[config.mk]
export PLATFORM = sky130hd
export DESIGN_NAME = leb128_decoder
export DESIGN_NICKNAME = d
export VERILOG_FILES = /design/src/rtl/leb128_decoder_pkg.sv /design/src/rtl/leb128_decoder_final_check.sv /design/src/rtl/leb128_decoder.sv
export SDC_FILE = /design/constraint.sdc
export NUM_CORES = 1
export LEC_CHECK = 0
export ABC_CLOCK_PERIOD_IN_PS = 6250
export CAP_MARGIN = 20
export CORE_ASPECT_RATIO = 1.4
export CORE_MARGIN = 10
export CORE_UTILIZATION = 57
export DETAILED_ROUTE_END_ITERATION = 6
export PLACE_DENSITY = 0.91
export SKIP_CTS_REPAIR_TIMING = 1
export SYNTH_ARGS = -nofsm -noshare
export SYNTH_HDL_FRONTEND = slang
export SYNTH_SLANG_ARGS = --single-unit
export TNS_END_PERCENT = 5
[constraint.sdc]
create_clock -name clk -period 6.25 [get_ports clk]
set_clock_uncertainty 0.1 [all_clocks]
set_input_delay 1.25 -clock clk [delete_from_list [all_inputs] [get_ports clk]]
set_output_delay 1.25 -clock clk [all_outputs]
set_load 0.02 [all_outputs]
[src/rtl/leb128_decoder_pkg.sv]
// Shared definitions for the byte-serial LEB128 immediate decoder.
package leb128_decoder_pkg;

    // Decoder control states.
    typedef enum logic [1:0] {
        StIdle  = 2'd0,
        StAccum = 2'd1,
        StDone  = 2'd2,
        StErr   = 2'd3
    } leb_state_e;

    // Longest legal encodings: ceil(32/7) and ceil(64/7) bytes.
    localparam logic [3:0] LebMaxLen32 = 4'd5;
    localparam logic [3:0] LebMaxLen64 = 4'd10;

    // Bit offset of a byte's payload: 7 * index, built from shift and subtract.
    function automatic logic [6:0] payload_shift(input logic [3:0] idx);
        logic [6:0] idx7;
        idx7 = {3'b000, idx};
        return (idx7 << 3) - idx7;
    endfunction

endpackage

[src/rtl/leb128_decoder_final_check.sv]
// Padding rule for the last byte of a maximum-length LEB128 encoding: the
// payload bits that lie beyond the target width must be zero (unsigned) or
// copies of the sign bit (signed).
module leb128_decoder_final_check (
    input  logic [6:0] payload,
    input  logic       signed_mode,
    input  logic       width64,
    output logic       ok
);

    // Decode the four target formats into a single pass/fail flag.
    always_comb begin
        ok = 1'b0;
        unique case ({width64, signed_mode})
            2'b00: ok = (payload[6:4] == 3'b000);
            2'b01: ok = (payload[6:3] == 4'h0) || (payload[6:3] == 4'hF);
            2'b10: ok = (payload[6:1] == 6'h00);
            2'b11: ok = (payload[6:0] == 7'h00) || (payload[6:0] == 7'h7F);
            default: ok = 1'b0;
        endcase
    end

endmodule

[src/rtl/leb128_decoder.sv]
// Byte-serial LEB128 decoder: accepts one code byte per cycle, accumulates the
// 7-bit groups, and presents the decoded value and consumed length to the cpu.
module leb128_decoder
    import leb128_decoder_pkg::*;
#(
    parameter bit USE_64B = 1'b1
) (
    input  logic        clk,
    input  logic        reset,
    input  logic        start,
    input  logic        signed_mode,
    input  logic        width64,
    input  logic [7:0]  in_byte,
    input  logic        in_valid,
    output logic        in_ready,
    output logic [63:0] out_value,
    output logic [3:0]  out_len,
    output logic        out_valid,
    input  logic        out_ready,
    output logic        error
);

    leb_state_e  state_q, state_d;
    logic        signed_q, signed_d;
    logic        wide_q, wide_d;
    logic [63:0] acc_q, acc_d;
    logic [3:0]  count_q, count_d;
    logic [63:0] value_q, value_d;
    logic [3:0]  len_q, len_d;

    logic [6:0]  shamt;
    logic [6:0]  next_shamt;
    logic [3:0]  count_inc;
    logic [3:0]  max_len;
    logic        at_max;
    logic [63:0] acc_new;
    logic [63:0] ext_mask;
    logic [63:0] extended;
    logic [63:0] result;
    logic        final_ok;

    leb128_decoder_final_check u_final_check (
        .payload     (in_byte[6:0]),
        .signed_mode (signed_q),
        .width64     (wide_q),
        .ok          (final_ok)
    );

    // Datapath for the byte currently offered: OR-in, sign extension, width.
    always_comb begin
        count_inc  = count_q + 4'd1;
        shamt      = payload_shift(count_q);
        next_shamt = shamt + 7'd7;
        max_len    = wide_q ? LebMaxLen64 : LebMaxLen32;
        at_max     = (count_inc == max_len);
        acc_new    = acc_q | ({57'd0, in_byte[6:0]} << shamt);
        // Shift amounts of 64 and above yield an empty mask.
        ext_mask   = ~64'd0 << next_shamt;
        extended   = (signed_q && in_byte[6]) ? (acc_new | ext_mask) : acc_new;
        result     = wide_q ? extended : {32'd0, extended[31:0]};
    end

    // Next-state and register update logic.
    always_comb begin
        state_d  = state_q;
        signed_d = signed_q;
        wide_d   = wide_q;
        acc_d    = acc_q;
        count_d  = count_q;
        value_d  = value_q;
        len_d    = len_q;
        unique case (state_q)
            StIdle: begin
                if (start) begin
                    state_d  = StAccum;
                    signed_d = signed_mode;
                    wide_d   = width64 & USE_64B;
                    acc_d    = 64'd0;
                    count_d  = 4'd0;
                end
            end
            StAccum: begin
                if (in_valid) begin
                    acc_d   = acc_new;
                    count_d = count_inc;
                    if (!in_byte[7]) begin
                        // Padding only matters on a maximum-length encoding.
                        if (!at_max || final_ok) begin
                            state_d = StDone;
                            value_d = result;
                            len_d   = count_inc;
                        end else begin
                            state_d = StErr;
                        end
                    end else if (at_max) begin
                        state_d = StErr;
                    end
                end
            end
            StDone: begin
                if (out_ready) begin
                    state_d = StIdle;
                end
            end
            StErr: begin
                state_d = StIdle;
            end
            default: state_d = StIdle;
        endcase
    end

    // State registers with asynchronous abort on reset.
    always_ff @(posedge clk or posedge reset) begin
        if (reset) begin
            state_q  <= StIdle;
            signed_q <= 1'b0;
            wide_q   <= 1'b0;
            acc_q    <= 64'd0;
            count_q  <= 4'd0;
            value_q  <= 64'd0;
            len_q    <= 4'd0;
        end else begin
            state_q  <= state_d;
            signed_q <= signed_d;
            wide_q   <= wide_d;
            acc_q    <= acc_d;
            count_q  <= count_d;
            value_q  <= value_d;
            len_q    <= len_d;
        end
    end

    // Handshake outputs are pure state decodes.
    always_comb begin
        in_ready  = (state_q == StAccum);
        out_valid = (state_q == StDone);
        error     = (state_q == StErr);
        out_value = value_q;
        out_len   = len_q;
    end

endmodule

# Word level (Yosys, flattened, before mapping)

Cells that the tools add are included.

Add/subtract/negate cells: 3
Equality and inequality tests: 13
Shift operators: 2
Muxes and demuxes: 17
Bitwise logic cells: 3
Reduce and logical (&&, ||, !) cells: 16

Operator list:

| cell                                               | count |
|---|---|
| two-way mux 64 bit                                 | 4 |
| bitwise OR 64 bit                                  | 2 |
| case mux 64 bit (2 select lines)                   | 1 |
| << shifter 64 x 7 -> 64 bit (first input constant) | 1 |
| << shifter 7 x 7 -> 64 bit                         | 1 |
| two-way mux 4 bit                                  | 3 |
| two-way mux 2 bit                                  | 5 |
| == test 2 bit (second input constant)              | 4 |
| case mux 2 bit (4 select lines)                    | 1 |
| case mux 4 bit (2 select lines)                    | 1 |
| AND reduction 4 bit                                | 2 |
| adder 7 x 3 -> 7 bit (second input constant)       | 1 |
| == test 7 bit (second input constant)              | 1 |
| logical NOT 7 bit                                  | 1 |
| subtractor 7 x 4 -> 7 bit                          | 1 |
| logical NOT 6 bit                                  | 1 |
| adder 4 x 1 -> 4 bit (second input constant)       | 1 |
| == test 2 x 1 -> 1 bit (second input constant)     | 2 |
| == test 4 bit                                      | 1 |
| == test 4 bit (second input constant)              | 1 |
| logical NOT 2 bit                                  | 2 |
| logical NOT 4 bit                                  | 1 |
| != test 2 bit (second input constant)              | 2 |
| case mux 1 bit (4 select lines)                    | 1 |
| other kinds (11)                                   | 13 |

Flip-flop bits (word level): 140
Input port bits: 15
Logic and storage cells: 61

# Depth between registers and ports, before layout

Depth in word-level cells: 8
Depth in mapped cells: 15
Depth with buffers taken out: 10

# Hierarchy

From an unflattened synthesis, not the netlist that was laid out.

Cell total of the unflattened synthesis: 875
Area total of the unflattened synthesis: 7807.5 µm²

By module, submodules not included:

| module                     | instances | cells an instance | area an instance (µm²) | sequential area each (µm²) |
|---|---|---|---|---|
| leb128_decoder             | 1         | 867               | 7754.9                 | 3503.4 |
| leb128_decoder_final_check | 1         | 8                 | 52.6                   | 0.0 |

# Worst setup path before layout

No wires, ideal clock.

Path type: register -> register
From: register count_q[0]
To: register value_q[43], in the netlist out_value[43]
Setup time: 0.131 ns
Arrival time: 3.107 ns
Required time: 6.019 ns
Slack: 2.912 ns
Cell stages (with the launch flop): 16
Buffers on the path: 5
Clock period less this slack: 3.338 ns
Path through: dfrtp_1 buf_2 buf_2 buf_2 inv_1 ha_1 ha_1 clkbuf_1 nor2_1 xnor2_1 nor2_1 xnor2_1 clkbuf_1 a21oi_1 a2111oi_0 o21ai_1

RTL lines:

| what                          | line                  | text |
|---|---|---|
| start, declared               | leb128_decoder.sv:27  | `logic [3:0] count_q, count_d;` |
| start signal, assigned        | leb128_decoder.sv:127 | `count_q <= count_d;` |
| adder 4 x 1 -> 4 bit          | leb128_decoder.sv:51  | `count_inc = count_q + 4'd1;` |
| named net count_inc[0]        | leb128_decoder.sv:33  | `logic [3:0] count_inc;` |
| == test 4 bit                 | leb128_decoder.sv:55  | `at_max = (count_inc == max_len);` |
| logical NOT 1 bit             | leb128_decoder.sv:88  | `if (!at_max \|\| final_ok) begin` |
| logical OR 1 bit              | leb128_decoder.sv:88  |  |
| AND reduction 4 bit (no line) | --                    |  |
| end signal, assigned          | leb128_decoder.sv:128 | `value_q <= value_d;` |
| end, declared                 | leb128_decoder.sv:28  | `logic [63:0] value_q, value_d;` |

The timed path passes the listed nets, and every way through them passes these cells.
A chain may end at the register's enable or synchronous reset.

# Final worst setup path

From: register count_q[0]
To: register value_q[44], in the netlist out_value[44]

Same word-level chain as after synthesis.

==> results.md <==
* Post-Syn Nets at just under 900
* Total track usage at 27.95%
* Clk slew on worst S/H paths at roughly 0.070 ns
* Total CTS buffers at 17
* # diodes at 0
* # setup viols final at 0
* GP Congestion at ~1
* Worst setup SP type: register
* Slew @ Worst Pin at about 1.2 ns
* Setup_tns at 0 ns
* Yosys reg bits at 140
* Num ports at 86
* Row Count at 49
* Sequential area share after synthesis at around 46%
* Worst r2r dst: out_value[44]
* Vias in the first global route at a little over 7000
* Wire length per cell at around 23 um
* Cells after Synth at 852
* Worst endpoint required time at between 6 and 7 ns
* Post-synth EDFFs at 0
* CP cell instances: inv_1 -> ha_1 -> ha_1 -> inv_2 -> ha_1 -> nor2b_1 -> a21oi_1 -> a2111oi_0 -> o21ai_1
* Post-DP HPWL at around 17000 um
* Die Ht at ~160 um
* DRC Markers at 18
* Unrepaired setup endpoints after global routing: no
* Arrival @ worst endpoint at 5.07 ns
* Mapped Area at 7548 sq um
* Via count at roughly 7300
* Initial core utilization at 58.35%
* Placed Cells at 1062
* Layout cells sized above 1 at a little under a tenth
* Final Hold Viols at 0
* Final period util at between 70% and 80%
* Drt first-iter violations at just over 900
* Run status: finished with violations
* DIE AREA at approximately 18000 sq um
* CTS tree: done
* Worst flop-to-flop path startpoint: count_q[0]
* Detail-routed via count per cell at 6.655
* Clock sink count at 140
* First-pass GRT wire length at 39450 um
* Largest net degree at the start of global routing at a little under 90
* Critical path peak fanout at 28
* Failing checks: design-rule violations
* Main area contributors after synthesis: dfrtp_1, a21oi_1, nor2_1
* Clock root buffer master: clkbuf_16
* Reg2reg setup slack at around 1.4 ns
* Max_slew headroom at roughly 16%
* Crit-path max cell delay at just over 1 ns
* CTS Buffer Depth at 2
* Grt ovf at 0
* Fin nets at about 900
* Post-synth cell types at 68
* Worst path slowest cell: dfrtp_1
* Initial antenna violation count at 0
* Max Freq at 0.2042 GHz
* Detail Route Antenna Nets at 0
* H-tree Lvls at 4
* CP dominant cell by count: ha_1
* Yosys warning total at 0
* R2R cell count at 9
* HP Start: out_value[13]
* DRT Pass-1 Iters at 7
* Critical Path Sink: out_value[44]
* Minimum clock period at between 4 and 5 ns
* Predominant post-synthesis flop cell: dfrtp_1
* Cell Count, Final, Fillers Out at ~1100
* WS Path Type: reg2reg
* Synth async-reset ratio at 100.0%
* Cell taking the most area after synthesis: dfrtp_1
* Hold Crit Class: reg2reg
* Core Util, Final at 69.71%
* Avg Cell Area, Syn at just under 9 sq um
* Crit path launch: count_q[0]
* Core box area at approximately 13000 sq um
* Slew Limit Fails at 0
* CP Capture Type: register
* Syn-to-layout area delta at 19.46%
* Max Cap Violations at 0
* Final WL at roughly 25000 um
* Die width at 117.3 um
* I/O Buffers at 85
* Clk_lat worst skew at between 0.4 and 0.5 ns
* Synth top area share at roughly 46%
[synth_stat cells (all sizes together) (3+ instances only)]
cell,instances
a221oi,28
mux2i,7
dfrtp,140
nand4,4
a2111oi,14
and3,4
and2,12
o2bb2ai,4
a311oi,3
ha,6
a22o,5
nor4,5
a21oi,103
o22ai,6
nand2,97
nor3,10
xor2,5
nor2,123
buf,22
a211oi,3
a31o,3
nand3,18
o211ai,4
a31oi,28
and3b,3
mux2,8
nor2b,9
clkbuf,43
inv,13
o31ai,8
xnor2,9
nand2b,7
o21ai,78
[state kept, by name (all words and copies together), names as in the netlist]
register	count
wide_q	1
signed_q	1
out_len	4
out_value	64
count_q	4
state_q	2
acc_q	64
[placed cells by master (no fill, tap or decap), types with 3 or more instances in the layout]
master	netlist	routed
a2111oi_0	9	9
a2111oi_2	5	5
a211oi_1	3	3
a21oi_1	102	102
a221oi_1	22	22
a221oi_2	6	6
a22o_1	5	5
a311oi_1	3	3
a31o_2	3	3
a31oi_1	27	27
and2_1	11	11
and3_1	4	4
and3b_1	3	3
buf_4	3	12
clkbuf_16	0	17
clkdlybuf4s50_1	0	85
clkinvlp_4	0	4
dfrtp_1	140	140
ha_1	6	6
inv_1	11	10
inv_6	0	4
mux2_2	8	8
mux2i_1	7	7
nand2_1	97	97
nand2b_1	7	7
nand3_1	18	18
nand4_1	4	4
nor2_1	119	119
nor2_2	3	3
nor2b_1	9	9
nor3_1	9	8
nor4_1	3	3
o211ai_1	3	3
o21ai_0	41	41
o21ai_1	37	37
o22ai_1	6	6
o31ai_1	6	6
xnor2_1	9	8
xor2_1	5	5
[layer usage]
metal	vias up	GRT usage, %	wire length (um)
met5	-	0	0
met3	174	7.429	2644
met1	3404	32.41	8762
met4	0	19.78	1997
met2	541	43.64	11710
li1	3162	-	-
[critical path: cells and delay by family, from the launching register on]
family / cells / cell delay (ns)
adders and majority gates: 3 / 1.64
DFF: 1 / 1.01
AOI/OAI and AO/OA: 3 / 0.84
and+or+nand+nor: 1 / 0.66
buffers and inverters: 2 / 0.50
[area by class of cell]
cell class              count  area (sq um)
well taps                 178         222.7
inverters                  13         53.80
repair buffers             97         940.9
multi-input cells         634          3736
flip-flops and latches    140          3503
clock buffers              20         446.7
fillers                   973          3919
clock inverters            12         113.9
[stage by stage]
| step | instance area [sq um] | worst slack [ns] | hold slack (ns) |
|---|---|---|---|
| finish | 9017 | 1.352 | 0.3827 |
| global route | 9017 | 1.106 | 0.4030 |
| CTS | 9017 | 1.594 | 0.3859 |
| detailed placement | 8457 | 1.617 | 0.3734 |
| global placement | 8457 | 1.768 | 0.3633 |
| floorplan | 7548 | 1.147 | 0.3576 |
[worst min path at each step]
stage                    end  slack, ns  depth (start not counted)
4_1_cts        out_value[13]       0.39                          2
6_report       out_value[13]       0.38                          2
3_3_place_gp      out_len[3]       0.36                          2
3_5_place_dp      out_len[0]       0.37                          2
2_1_floorplan      acc_q[15]       0.36                          2
5_1_grt        out_value[60]       0.40                          2
[logic make-up (layout without fill, tap and decap cells)]
| family | count (synthesis) | count (layout) | synth area share, % |
|---|---|---|---|
| mux | 15 | 15 | 2.122 |
| simple gates | 301 | 301 | 18.20 |
| flops | 140 | 140 | 46.41 |
| xor+xnor | 14 | 14 | 1.624 |
| compound gates | 298 | 298 | 26.19 |
| buf+inv | 78 | 142 | 4.459 |
| fa+ha+maj | 6 | 6 | 0.9945 |
Power is left out: the tool's default activity adds up to more than one toggle a clock period on the data nets, which glitch-free logic cannot reach.
